### src/rtl/vid_pkg.sv
// rtl/vid_pkg.sv - shared framebuffer constants and capture FSM states
package vid_pkg;

  // Word address of line index 1023; identical to the display controller.
  localparam logic [17:0] FB_ORG = 18'h37FC0;

  localparam int ACT_W_DEF = 1024;
  localparam int ACT_H_DEF = 768;

  typedef enum logic [2:0] {
    IDLE   = 3'd0,
    VWAIT  = 3'd1,
    HWAIT  = 3'd2,
    ACTIVE = 3'd3,
    DRAIN  = 3'd4
  } cap_state_e;

  // Lines are stored bottom-up: line n lives at ORG + {~n, hword}, modulo 2^18.
  function automatic logic [17:0] fb_word_adr(input logic [17:0] org,
                                              input logic [9:0]  line,
                                              input logic [4:0]  hword);
    return org + {3'b000, ~line, hword};
  endfunction

endpackage

### src/rtl/vid_sync_edge.sv
// rtl/vid_sync_edge.sv - 2-FF synchronizer with history FF and edge detect
module vid_sync_edge #(
  parameter int EDGE = 0  // 0: synchronized level, 1: rising edge, 2: falling edge
) (
  input  logic clk_i,
  input  logic rst_ni,
  input  logic d_i,
  output logic q_o
);

  // sh_q[1:0] is the synchronizer, sh_q[2] the history used for edge detection
  logic [2:0] sh_q;

  // shift the asynchronous input through the synchronizer and history flops
  always_ff @(posedge clk_i or negedge rst_ni) begin
    if (!rst_ni) sh_q <= 3'b000;
    else         sh_q <= {sh_q[1:0], d_i};
  end

  // select the level or the requested edge of the synchronized signal
  always_comb begin
    case (EDGE)
      1:       q_o = sh_q[1] & ~sh_q[2];
      2:       q_o = ~sh_q[1] & sh_q[2];
      default: q_o = sh_q[1];
    endcase
  end

endmodule

### src/rtl/vid_capture.sv
// rtl/vid_capture.sv - 1-bit video capture into the SRAM framebuffer
module vid_capture
  import vid_pkg::*;
#(
  parameter int          ACT_W   = ACT_W_DEF,
  parameter int          ACT_H   = ACT_H_DEF,
  parameter int          H_START = 160,
  parameter int          V_START = 3,
  parameter logic [17:0] ORG     = FB_ORG
) (
  input  logic        clk,
  input  logic        rst,
  input  logic        cap_en,
  input  logic        inv,
  input  logic        pstb_in,
  input  logic        hsync_in,
  input  logic        vsync_in,
  input  logic        pix_in,
  output logic        wreq,
  output logic [17:0] wadr,
  output logic [31:0] wdata,
  input  logic        wack,
  output logic        busy,
  output logic        frame_done,
  output logic        ovf
);

  logic stb_evt, pix_lvl, hs_evt, vs_evt, pix_val;

  vid_sync_edge #(.EDGE(1)) u_stb (.clk_i(clk), .rst_ni(rst), .d_i(pstb_in),  .q_o(stb_evt));
  vid_sync_edge #(.EDGE(0)) u_pix (.clk_i(clk), .rst_ni(rst), .d_i(pix_in),   .q_o(pix_lvl));
  vid_sync_edge #(.EDGE(1)) u_hs  (.clk_i(clk), .rst_ni(rst), .d_i(hsync_in), .q_o(hs_evt));
  vid_sync_edge #(.EDGE(2)) u_vs  (.clk_i(clk), .rst_ni(rst), .d_i(vsync_in), .q_o(vs_evt));

  assign pix_val = pix_lvl ^ inv;

  cap_state_e  state_q, state_d;
  logic [10:0] line_q, line_d;
  logic [15:0] cnt_q, cnt_d;
  logic [10:0] pix_q, pix_d;
  logic [31:0] sr_q, sr_d;
  logic        busy_q, busy_d, done_q, done_d, ovf_q, ovf_d, ovf_clr;
  logic        push;
  logic [17:0] push_adr;
  logic [31:0] push_dat;

  logic [17:0] mem_adr_q [2];
  logic [31:0] mem_dat_q [2];
  logic        wr_ptr_q, wr_ptr_d, rd_ptr_q, rd_ptr_d;
  logic [1:0]  fcnt_q, fcnt_d;
  logic        wreq_q, wreq_d;
  logic [17:0] wadr_q, wadr_d;
  logic [31:0] wdata_q, wdata_d;
  logic        pop, push_ok, drop;

  // frame/line sequencing and pixel packing; vsync beats hsync beats strobe
  always_comb begin
    state_d  = state_q;
    line_d   = line_q;
    cnt_d    = cnt_q;
    pix_d    = pix_q;
    sr_d     = sr_q;
    busy_d   = busy_q;
    done_d   = 1'b0;
    ovf_clr  = 1'b0;
    push     = 1'b0;
    push_adr = fb_word_adr(ORG, line_q[9:0], pix_q[9:5]);
    push_dat = {pix_val, sr_q[31:1]};
    case (state_q)
      IDLE: begin
        if (vs_evt && cap_en) begin
          state_d = VWAIT;
          busy_d  = 1'b1;
          ovf_clr = 1'b1;
          line_d  = '0;
          cnt_d   = '0;
        end
      end
      VWAIT: begin
        if (vs_evt) state_d = DRAIN;
        else if (hs_evt) begin
          if (cnt_q == 16'(V_START - 1)) begin
            state_d = HWAIT;
            cnt_d   = '0;
          end else begin
            cnt_d = cnt_q + 16'd1;
          end
        end
      end
      HWAIT: begin
        if (vs_evt) state_d = DRAIN;
        else if (hs_evt) cnt_d = '0;
        else if (stb_evt) begin
          if (cnt_q == 16'(H_START)) begin
            state_d = ACTIVE;
            pix_d   = 11'd1;
            sr_d    = push_dat;
          end else begin
            cnt_d = cnt_q + 16'd1;
          end
        end
      end
      ACTIVE: begin
        if (vs_evt) state_d = DRAIN;
        else if (hs_evt) begin
          cnt_d   = '0;
          pix_d   = '0;
          state_d = HWAIT;
          // a short line still counts as a line; a full one was counted already
          if (pix_q < 11'(ACT_W)) begin
            line_d = line_q + 11'd1;
            if (line_q + 11'd1 == 11'(ACT_H)) state_d = DRAIN;
          end
        end else if (stb_evt && (pix_q < 11'(ACT_W))) begin
          sr_d  = push_dat;
          pix_d = pix_q + 11'd1;
          push  = (pix_q[4:0] == 5'd31);
          if (pix_q == 11'(ACT_W - 1)) begin
            line_d = line_q + 11'd1;
            if (line_q + 11'd1 == 11'(ACT_H)) state_d = DRAIN;
          end
        end
      end
      DRAIN: begin
        if ((fcnt_q == 2'd0) && !wreq_q) begin
          state_d = IDLE;
          done_d  = 1'b1;
          busy_d  = 1'b0;
        end
      end
      default: state_d = IDLE;
    endcase
  end

  // two-entry write FIFO; the registered outputs always show the next head
  always_comb begin
    pop      = wreq_q & wack;
    push_ok  = push & ((fcnt_q != 2'd2) | pop);
    drop     = push & ~push_ok;
    rd_ptr_d = rd_ptr_q ^ pop;
    wr_ptr_d = wr_ptr_q ^ push_ok;
    fcnt_d   = fcnt_q + {1'b0, push_ok} - {1'b0, pop};
    ovf_d    = ovf_clr ? 1'b0 : (ovf_q | drop);
    wreq_d   = (fcnt_d != 2'd0);
    wadr_d   = wadr_q;
    wdata_d  = wdata_q;
    if (fcnt_d != 2'd0) begin
      if (push_ok && (wr_ptr_q == rd_ptr_d)) begin
        wadr_d  = push_adr;
        wdata_d = push_dat;
      end else begin
        wadr_d  = mem_adr_q[rd_ptr_d];
        wdata_d = mem_dat_q[rd_ptr_d];
      end
    end
  end

  // state, counters, FIFO storage and output registers
  always_ff @(posedge clk or negedge rst) begin
    if (!rst) begin
      state_q      <= IDLE;
      line_q       <= '0;
      cnt_q        <= '0;
      pix_q        <= '0;
      sr_q         <= '0;
      busy_q       <= 1'b0;
      done_q       <= 1'b0;
      ovf_q        <= 1'b0;
      mem_adr_q[0] <= '0;
      mem_adr_q[1] <= '0;
      mem_dat_q[0] <= '0;
      mem_dat_q[1] <= '0;
      wr_ptr_q     <= 1'b0;
      rd_ptr_q     <= 1'b0;
      fcnt_q       <= '0;
      wreq_q       <= 1'b0;
      wadr_q       <= '0;
      wdata_q      <= '0;
    end else begin
      state_q  <= state_d;
      line_q   <= line_d;
      cnt_q    <= cnt_d;
      pix_q    <= pix_d;
      sr_q     <= sr_d;
      busy_q   <= busy_d;
      done_q   <= done_d;
      ovf_q    <= ovf_d;
      wr_ptr_q <= wr_ptr_d;
      rd_ptr_q <= rd_ptr_d;
      fcnt_q   <= fcnt_d;
      wreq_q   <= wreq_d;
      wadr_q   <= wadr_d;
      wdata_q  <= wdata_d;
      if (push_ok) begin
        mem_adr_q[wr_ptr_q] <= push_adr;
        mem_dat_q[wr_ptr_q] <= push_dat;
      end
    end
  end

  assign wreq       = wreq_q;
  assign wadr       = wadr_q;
  assign wdata      = wdata_q;
  assign busy       = busy_q;
  assign frame_done = done_q;
  assign ovf        = ovf_q;

endmodule
### config.mk
export PLATFORM = sky130hd
export DESIGN_NAME = vid_capture
export DESIGN_NICKNAME = d
export VERILOG_FILES = /design/src/rtl/vid_pkg.sv /design/src/rtl/vid_sync_edge.sv /design/src/rtl/vid_capture.sv
export SDC_FILE = /design/constraint.sdc
export NUM_CORES = 1
export LEC_CHECK = 0
export ABC_CLOCK_PERIOD_IN_PS = 2680
export CORE_MARGIN = 2
export CORE_UTILIZATION = 30
export DETAILED_ROUTE_END_ITERATION = 6
export HOLD_SLACK_MARGIN = 0.06
export SYNTH_ARGS = -nofsm -noshare
export SYNTH_HDL_FRONTEND = slang
export SYNTH_SLANG_ARGS = --single-unit
### constraint.sdc
create_clock -name clk -period 2.68 [get_ports clk]
set_input_delay 0.67 -clock clk [delete_from_list [all_inputs] [get_ports clk]]
set_output_delay 0.67 -clock clk [all_outputs]
set_load 0.02 [all_outputs]
**Yosys cells after proc, flatten, opt, wreduce, memory -nomap -nowiden**

Index checks and enable logic that the tools add are counted.
Widths: inputs -> output; s select.

- Input bits: 9
- Register bits after elaboration: 242
- Word-level logic and storage cells: 182
- Output and inout bits: 54

- Equal/unequal tests: 36
- Reductions and logical operators: 19
- $lt $le $gt $ge: 4
- Add/subtract/negate cells: 6
- Bitwise logic cells: 18
- Muxes and demuxes: 77

Operators with widths:

| operator | number |
|---|---|
| $mux 32 | 12 |
| $mux 16 | 10 |
| $mux 11 | 13 |
| $mux 18 | 5 |
| $bwmux 64 | 1 |
| $pmux 16 s4 | 1 |
| $pmux 32 s2 | 1 |
| $mux 3 | 16 |
| $pmux 11 s2 | 2 |
| $bwmux 36 | 1 |
| $demux 32 s1 | 1 |
| $ne 3x3->1 const B | 10 |
| $ne 2x2->1 const B | 13 |
| $add 11x1->11 const B | 2 |
| $eq 11x10->1 const B | 2 |
| $add 17x16->18 const A | 1 |
| $demux 18 s1 | 1 |
| $add 16x1->16 const B | 1 |
| $eq 16x2->1 const B | 1 |
| $eq 16x8->1 const B | 1 |
| $pmux 3 s5 | 1 |
| $ne 4x4->1 const B | 3 |
| $lt 11x11->1 const B | 1 |
| $mux 1 | 11 |
| 28 further kinds | 49 |

**Depth between registers and ports, before layout**

Gate-level depths: netlist (run 1).

- Depth after elaboration: 12
- Depth in mapped cells: 15
- Gate-level depth less buffers: 13

**Hierarchy**

A second synthesis (run 1) with hierarchy kept.

- Cells, all modules: 1001
- Area, all modules: 11030.6 um^2

Modules (own cells, without submodules):

| module | seq. area each (um^2) | area each (um^2) | cells an instance | instances |
|---|---|---|---|---|
| vid_capture | 5680.4 | 10714.0 | 987 | 1 |
| vid_sync_edge at u_hs ... | 75.1 | 88.8 | 4 | 3 |
| vid_sync_edge at u_pix | 50.0 | 50.0 | 2 | 1 |

**Worst setup path after synthesis (run 1)**

OpenSTA, ideal clock, no wires.

- Path kind: reg2reg
- Start point: register pix_q[0]
- End point: register wadr_q[16], in the netlist wadr[16]
- Arrival: 2.782 ns
- Period minus slack after synthesis: 2.865 ns
- Cell stages (with the launch flop): 16
- Data required time: 2.597 ns
- Slack: -0.185 ns
- Path buffers: 2
- Setup time: 0.083 ns
- Cells stage by stage: dfrtp_1 ha_1 and3_1 ha_1 and4bb_2 nand4_1 nor3b_1 or2_2 ha_1 xnor2_1 xnor2_1 nor2_2 buf_2 buf_2 nand2_1 o21ai_0

- Cells in the longest elaborated chain, start to end: 10
- Elaborated cells between the ends (all ways): 13
- Those cells by class: 2 x add/sub; 1 x order compare; 1 x eq/ne; 5 x mux; 1 x bitwise; 3 x reduce/logical

Ends and longest elaborated chain:

| item | RTL line | source |
|---|---|---|
| start, declared | vid_capture.sv:40 | `logic [10:0] pix_q, pix_d;` |
| start signal, assigned | vid_capture.sv:183 | `pix_q <= pix_d;` |
| $lt 11x11->1 | vid_capture.sv:114 | `end else if (stb_evt && (pix_q < 11'(ACT_W))) begin` |
| $logic_and 1x1->1 | vid_capture.sv:114 |  |
| $mux 1 * | vid_capture.sv:114 |  |
| $mux 1 * | vid_capture.sv:105 | `else if (hs_evt) begin` |
| $mux 1 * | vid_capture.sv:104 | `if (vs_evt) state_d = DRAIN;` |
| $mux 1 * | vid_capture.sv:69 | `case (state_q)` |
| $and 1x1->1 * | vid_capture.sv:138 | `push_ok = push & ((fcnt_q != 2'd2) \| pop);` |
| $add 2x1->2 * | vid_capture.sv:142 | `fcnt_d = fcnt_q + {1'b0, push_ok} - {1'b0, pop};` |
| $sub 2x1->2 * | vid_capture.sv:142 |  |
| named net fcnt_d[1] | vid_capture.sv:50 | `logic [1:0] fcnt_q, fcnt_d;` |
| $reduce_bool 2->1 * | vid_capture.sv:147 | `if (fcnt_d != 2'd0) begin` |
| end signal, assigned | vid_capture.sv:192 | `wadr_q <= wadr_d;` |
| end, declared | vid_capture.sv:52 | `logic [17:0] wadr_q, wadr_d;` |

The timed path passes the listed nets; every way through them passes the cells marked *.
A chain may end at the register's enable or synchronous reset.

**Worst setup path in the final report (run 1)**

- Start point: register pix_q[0]
- End point: register wadr_q[8], in the netlist wadr[8]

- Cells in the longest elaborated chain, start to end: 10
- Elaborated cells between the ends (all ways): 13
- Those cells by class: 2 x add/sub; 1 x order compare; 1 x eq/ne; 5 x mux; 1 x bitwise; 3 x reduce/logical

Ends and longest elaborated chain:

| item | RTL line | source |
|---|---|---|
| $lt 11x11->1 | vid_capture.sv:114 |  |
| $logic_and 1x1->1 | vid_capture.sv:114 |  |
| $mux 1 * | vid_capture.sv:114 |  |
| $mux 1 * | vid_capture.sv:105 |  |
| $mux 1 * | vid_capture.sv:104 |  |
| $mux 1 * | vid_capture.sv:69 |  |
| $and 1x1->1 * | vid_capture.sv:138 |  |
| $add 2x1->2 * | vid_capture.sv:142 |  |
| $sub 2x1->2 * | vid_capture.sv:142 |  |
| named net fcnt_d[1] | vid_capture.sv:50 |  |
| $reduce_bool 2->1 * | n/a |  |
| named net wreq_d | vid_capture.sv:51 | `logic wreq_q, wreq_d;` |

Marked as above.

==> run summary, run 1 <==
unrepaired setup endpoints after global routing -> true
Initial Util -> 30.6%
final setup violating endpoints -> 38
ys async rst share -> 100%
critical setup path kind -> reg2reg
Vias/cell -> 4.90
final core occ -> 39.1%
Post-Syn Area -> 10,900 sq um
DR iter-0 viols -> 457
post-synthesis mux area share -> 17.1%
most frequent cells in the layout -> dfrtp_1, mux2_2, nor2_1
GPL Wtd Cong -> 0.824
status -> complete, but fails checks
path depth of the worst reg2reg path -> 14
clock root buffer -> clkbuf_16
crit path time final -> 2.75 ns
MaxCap Viol Count -> 0
Worst-Margin Slew -> 0.511 ns
global route total overflow -> 0
clk slew on worst S/H paths -> 0.06 ns
initial antenna violation count -> 0
TritonCTS clock tree -> built
flop and latch count out of synthesis -> 238
Max-Slew Margin vs Limit -> 65.8%
CTS max path bufs -> 3
Routed WL -> 25,100 um
die height -> 195 um
CTS Buf Count -> 27
period utilization -> 103%
Hold WC Path Type -> reg2reg
DRC violations left -> 0
Hold Path Depth -> 0
Worst VDD drop -> 0.430 mV
post-DR wirelength/cell -> 15.9 um
post-synthesis sequential area ratio -> 54.5%
largest family of logic cells by synthesized area -> multiplexers
worst-path maximum fanout -> 4
Post-synth EDFFs -> 0
Layout area overhead -> 27.7%
Total GRT Usage -> 12.8%
CTS H-tree lvls -> 1
layout cells sized above 1 -> 24.0%
critical path required time -> 3.11 ns
row cnt -> 69
vias -> 7,732
Adder-Cell Fraction of Synth Area -> 1.37%
Mapped Cells -> 995
antenna viol nets, final -> 0
failing checks -> negative setup slack
fmax -> 0.364 GHz
dpl ws -> -0.204 ns
DIE AREA -> 38,000 sq um
syn nets -> 1,016
Startpoint Class -> flop
LEAKAGE -> 6.36 nW
most common cell after layout, fill and taps aside -> dfrtp_1
diode count -> 0
Nets -> 1,117
pin count of the biggest net entering global routing -> 75
Synth Area in Simple Gates -> 11.7%
Core Area -> 35,700 sq um
worst setup margin -> -0.0707 ns
Max Slew Vio Count -> 0
first-pass GRT wire length -> 40,500 um
# clock sinks -> 238
Post-Route Skew -> 0.0149 ns
fillers -> 3,452
first-pass detailed-route iteration total -> 7
post-synthesis xor/xnor area fraction -> 1.09%
vias in the first global route -> 7,662
Avg Synthesized Cell Area -> 11.0 sq um
Die Wd -> 195 um
Compound-Gate Fraction of Synth Area -> 10.8%
Top FF cell, synth -> dfrtp_1
Final Hold Violating Endpoints -> 0
I/O pin count -> 63
Clk Latency, worst-skew pair -> 0.54 ns
YS warnings -> 0
crit path DAT -> 3.18 ns
Worst setup EP type -> flop
dpl hpwl -> 15,500 um
Port Buf Inserts -> 62
number of library cell types mapped by synthesis -> 59
Pwr Density -> 709 nW/um^2
==> through the flow <==
step	cell area (sq um)	hold slack (ns)	cells	TNS [ns]	total power, mW
after floorplan	11000	0.331	995	-0.139	5.03
after global placement	12600	0.334	1514	-4.11	5.72
after detailed placement	12600	0.338	1514	-7.86	5.73
after CTS	13600	0.352	1566	-1.00	9.74
after global routing	14000	0.354	1577	-7.86	10.3
final	14000	0.347	1577	-0.549	9.90
==> timing repair <==
action	CTS	global route
endpoints found under the hold margin	44	0
hold buffers	1	0
resized for setup	6	46
endpoints found under the setup margin	84	139
pin swaps	1	4
cloned	1	6
setup buffers	1	6
==> synthesized netlist by cell type, types with 9 or more instances <==
library cell    n  area share, %
nand3_1        21           0.96
nand4_1         9           0.51
inv_1          17           0.58
dfrtp_1       238             54
nand2_1        83            2.8
nand2b_1       11           0.63
mux2_2        119             12
clkbuf_1       35            1.2
ha_1           12            1.4
o21ai_0        91            4.2
and3_1         11           0.63
mux2i_1        51            4.7
a21oi_1        62            2.8
o31ai_1         9           0.62
buf_2          23            1.1
nor2_1         83            2.8
nor3_1         17           0.78
==> cell type report <==
class,instances,area [sq um],area share (%)
clock inverter,14,216,1.55
tap,461,577,4.13
inverter,18,67.6,0.484
timing repair buffer,138,1560,11.2
clock buffer,35,736,5.27
sequential,238,5960,42.6
multi-input combinational,673,4850,34.8
==> cell families (layout without fill, tap and decap cells) <==
logic type | Yosys count | after routing
AND/OR/NAND/NOR | 269 | 269
flip-flops | 238 | 238
AO/OA/AOI/OAI | 208 | 208
multiplexers | 172 | 172
buffers and inverters | 84 | 205
adder cells (fa/ha/maj) | 12 | 12
XOR/XNOR | 12 | 12
==> power by group <==
group / internal (mW) / switching, mW / leakage (nW)
registers: 3.67 / 0.0800 / 3.25
logic: 0.978 / 1.23 / 2.64
clock network: 2.43 / 1.51 / 0.468
==> flip-flops by register name (all words and copies together), names as in the netlist <==
signal      cells
busy            1
cnt_q          16
fcnt_q          2
frame_done      1
line_q         11
mem_adr_q      34
mem_dat_q      64
ovf             1
pix_q          11
rd_ptr_q        1
sr_q           31
state_q         3
u_hs.sh_q       3
u_pix.sh_q      2
u_stb.sh_q      3
u_vs.sh_q       3
wadr           17
wdata          32
wr_ptr_q        1
wreq            1
==> layer usage <==
metal	vias to the layer above	wire (um)	GRT usage (%)
met5	-	0	0
met4	0	504	3.22
met3	29	890	1.98
met2	131	11400	20.4
met1	3849	12300	18.2
li1	3723	-	-
==> critical path: stages, from the launching register on <==
cell and delay, ns:
dfrtp_1 0.39, ha_2 0.18, and3_4 0.19, ha_4 0.15, and4bb_2 0.24, nand4_1 0.13, nor3b_2 0.06, or2_4 0.26
ha_4 0.16, xnor2_2 0.13, xnor2_2 0.20, nor2_4 0.06, buf_12 0.13, inv_2 0.06, mux2_4 0.30
==> final timing paths <==
check / end / startpoint / slack, ns
worst max-delay path: wadr[8]$_DFFE_PN0P_ / pix_q[0]$_DFFE_PN0P_ / -0.07
worst max register to register: wadr[8]$_DFFE_PN0P_ / pix_q[0]$_DFFE_PN0P_ / -0.07
worst min register to register: u_hs.sh_q[1]$_DFF_PN0_ / u_hs.sh_q[0]$_DFF_PN0_ / 0.35
max in group asynchronous: sr_q[31]$_DFFE_PN0P_ / rst / 1.29
min in group asynchronous: wadr[9]$_DFFE_PN0P_ / rst / 0.64
worst min-delay path: u_hs.sh_q[1]$_DFF_PN0_ / u_hs.sh_q[0]$_DFF_PN0_ / 0.35
(Power assumes the default switching activity.)
==> run 2, diff against run 1 <==
--- a/config.mk
+++ b/config.mk
@@ -5,7 +5,8 @@
 export SDC_FILE = /design/constraint.sdc
 export NUM_CORES = 1
 export LEC_CHECK = 0
-export ABC_CLOCK_PERIOD_IN_PS = 2680
+export ABC_CLOCK_PERIOD_IN_PS = 3200
+export CAP_MARGIN = 15
 export CORE_MARGIN = 2
 export CORE_UTILIZATION = 30
 export DETAILED_ROUTE_END_ITERATION = 6
==> constraint.sdc (replaced) <==
create_clock -name clk -period 3.2 [get_ports clk]
set_input_delay 0.8 -clock clk [delete_from_list [all_inputs] [get_ports clk]]
set_output_delay 0.8 -clock clk [all_outputs]
set_load 0.02 [all_outputs]
==> run summary, run 2 (synthesized netlist as in run 1, its figures left out) <==
Worst setup EP type -> flop (unchanged)
CTS H-tree lvls -> 1 (unchanged)
fmax -> 0.327 GHz (was 0.364 GHz)
Sw Pwr -> 2.22 mW (was 2.82 mW)
max reg flops -> 64 (unchanged)
status -> finished clean (was complete, but fails checks)
clock root buffer -> clkbuf_16 (unchanged)
Logic pwr share -> 20.5% (was 22.3%)
WP buf/inv -> 2 (unchanged)
Initial Util -> 30.6% (unchanged)
Die Wd -> 195 um (unchanged)
# clock sinks -> 238 (unchanged)
Total GRT Usage -> 12.2% (was 12.8%)
DR iter-0 viols -> 454 (was 457)
Clk Latency, worst-skew pair -> 0.53 ns (was 0.54 ns)
finished layout cell area -> 13,200 sq um (was 14,000 sq um)
DRC violations left -> 0 (unchanged)
CTS max path bufs -> 3 (unchanged)
clk slew on worst S/H paths -> 0.06 ns (about the same)
pin count of the biggest net entering global routing -> 93 (was 75)
R2R Path End -> wadr[8]$_DFFE_PN0P_ (unchanged)
largest stage delay on the critical path -> 0.41 ns (was 0.39 ns)
Hold WC Path Type -> in2async (was reg2reg)
Final Hold Violating Endpoints -> 0 (unchanged)
cells along the critical path -> ha_2 -> and3_1 -> ha_1 -> and4bb_2 -> nand4_1 -> nor3b_1 -> or2_2 -> ha_1 -> xnor2_2 -> xnor2_2 -> nor2_4 -> buf_12 -> inv_1 -> mux2_2 (was ha_2 -> and3_4 -> ha_4 -> and4bb_2 -> nand4_1 -> nor3b_2 -> or2_4 -> ha_4 -> xnor2_2 -> xnor2_2 -> nor2_4 -> buf_12 -> inv_2 -> mux2_4)
post-DR wirelength/cell -> 15.2 um (was 15.9 um)
Vias/cell -> 4.87 (was 4.90)
critical path required time -> 3.61 ns (was 3.11 ns)
first-pass detailed-route iteration total -> 5 (was 7)
critical setup path kind -> reg2reg (unchanged)
Most flops, register -> mem_dat_q (unchanged)
final setup violating endpoints -> 0 (was 38)
die height -> 195 um (unchanged)
initial antenna violation count -> 0 (unchanged)
Port Buf Inserts -> 62 (unchanged)
placed inst area -> 12,300 sq um (was 12,600 sq um)
Nets -> 1,083 (was 1,117)
CTS hold repair buffers -> 0 (was 1)
CTS Buf Count -> 27 (unchanged)
diode count -> 0 (unchanged)
vias in the first global route -> 7,436 (was 7,662)
dpl hpwl -> 15,000 um (was 15,500 um)
fillers -> 3,539 (was 3,452)
layout cells sized above 1 -> 20.8% (was 24.0%)
flop-to-flop setup slack -> 0.14 ns (was -0.07 ns)
Worst VDD drop -> 0.425 mV (was 0.430 mV)
internal power -> 5.60 mW (was 7.08 mW)
most frequent cells in the layout -> dfrtp_1, mux2_2, o21ai_0 (was dfrtp_1, mux2_2, nor2_1)
global route total overflow -> 0 (unchanged)
LEAKAGE -> 6.06 nW (was 6.36 nW)
Fin Hold WS -> 0.291 ns (was 0.347 ns)
Pwr Density -> 590 nW/um^2 (was 709 nW/um^2)
I/O pin count -> 63 (unchanged)
Post-Route Skew -> 0.0140 ns (was 0.0149 ns)
Switching Fraction -> 28.4% (was 28.5%)
Max-Slew Margin vs Limit -> 49.5% (was 65.8%)
DIE AREA -> 38,000 sq um (unchanged)
most common cell after layout, fill and taps aside -> dfrtp_1 (unchanged)
row cnt -> 69 (unchanged)
path depth of the worst reg2reg path -> 14 (unchanged)
clock share of power -> 39.3% (was 39.8%)
Worst-Margin Slew -> 0.757 ns (was 0.511 ns)
vias -> 7,505 (was 7,732)
GPL Wtd Cong -> 0.824 (about the same)
Core Area -> 35,700 sq um (unchanged)
crit path time final -> 3.06 ns (was 2.75 ns)
Slowest-stage cell, CP -> dfrtp_1 (unchanged)
Layout area overhead -> 21.1% (was 27.7%)
Crit path max-delay family -> simple AND/OR/NAND/NOR gates (unchanged)
antenna viol nets, final -> 0 (unchanged)
Startpoint Class -> flop (unchanged)
period utilization -> 95.6% (was 103%)
worst-path maximum fanout -> 5 (was 4)
Max Slew Vio Count -> 0 (unchanged)
TritonCTS clock tree -> built (unchanged)
MaxCap Viol Count -> 0 (unchanged)
crit path DAT -> 3.47 ns (was 3.18 ns)
Seq pwr share -> 40.2% (was 37.9%)
r2r startpoint -> pix_q[0]$_DFFE_PN0P_ (unchanged)
Routed WL -> 23,500 um (was 25,100 um)
first-pass GRT wire length -> 38,900 um (was 40,500 um)
run 2: changes by cell type in the layout (fill, tap and decap cells not counted), moves of 4 or more:
cell	change
buf_12	-10
buf_4	-15
buf_6	-4
ha_4	-4
mux2_2	+30
mux2_4	-30
o21ai_0	+42
o21ai_1	-42
run 2: worst register-to-register path, stage by stage (launching register included):
cell	delay, ns
dfrtp_1	0.41
ha_2	0.21
and3_1	0.19
ha_1	0.19
and4bb_2	0.25
nand4_1	0.12
nor3b_1	0.06
or2_2	0.29
ha_1	0.21
xnor2_2	0.15
xnor2_2	0.23
nor2_4	0.07
buf_12	0.14
inv_1	0.07
mux2_2	0.33
run 2: layer usage:
| metal | vias up | GRT usage (%) | wire length [um] |
|---|---|---|---|
| met2 | 129 | 19.8 | 10700 |
| met4 | 0 | 3.14 | 439 |
| met3 | 29 | 2.12 | 825 |
| met5 | - | 0 | 0 |
| met1 | 3693 | 16.9 | 11500 |
| li1 | 3654 | - | - |
run 2: area by class of cell:
cell class	count	area (sq um)	share of cell area (%)
inverter	18	67.6	0.510
tap	461	577	4.35
timing repair buffer	104	1100	8.30
clock inverter	11	138	1.04
clock buffer	35	746	5.63
sequential	238	5960	45.0
multi-input combinational	673	4660	35.2
run 2: how the worst max path moves through the flow:
stage / endpoint / from / cells after the start / slack [ns]
detailed placement: wdata[5]$_DFFE_PN0P_ / wack / 10 / 0.04
finish: wadr[8]$_DFFE_PN0P_ / pix_q[0]$_DFFE_PN0P_ / 14 / 0.14
global route: wadr[8]$_DFFE_PN0P_ / pix_q[0]$_DFFE_PN0P_ / 14 / -0.01
floorplan: wadr[16]$_DFFE_PN0P_ / pix_q[0]$_DFFE_PN0P_ / 15 / 0.34
CTS: wdata[5]$_DFFE_PN0P_ / pix_q[0]$_DFFE_PN0P_ / 13 / 0.15
global placement: wadr[8]$_DFFE_PN0P_ / wack / 10 / 0.09
run 2: through the flow:
step / util, % / total power [mW] / std cells / TNS [ns] / setup slack [ns]
2_1_floorplan: - / 4.07 / 995 / 0 / 0.335
3_3_place_gp: 34.4 / 4.58 / 1490 / 0 / 0.0950
3_5_place_dp: 34.4 / 4.59 / 1490 / 0 / 0.0444
4_1_cts: 36.8 / 7.70 / 1536 / 0 / 0.149
5_1_grt: 37.1 / 8.18 / 1540 / -0.0135 / -0.0135
6_report: 37.1 / 7.81 / 1540 / 0 / 0.141
run 2: power by group through the flow:
stage	logic (mW)	registers, mW	clock network, mW
floorplan	0.865	3.20	0
global placement	1.39	3.19	0
detailed placement	1.40	3.19	0
CTS	1.40	3.14	3.16
global route	1.73	3.15	3.30
finish	1.60	3.14	3.07
run 2: timing repair:
item / in CTS / in global routing
gates resized for setup: 0 / 3
setup endpoints to repair: 0 / 26
setup buffers: 0 / 2
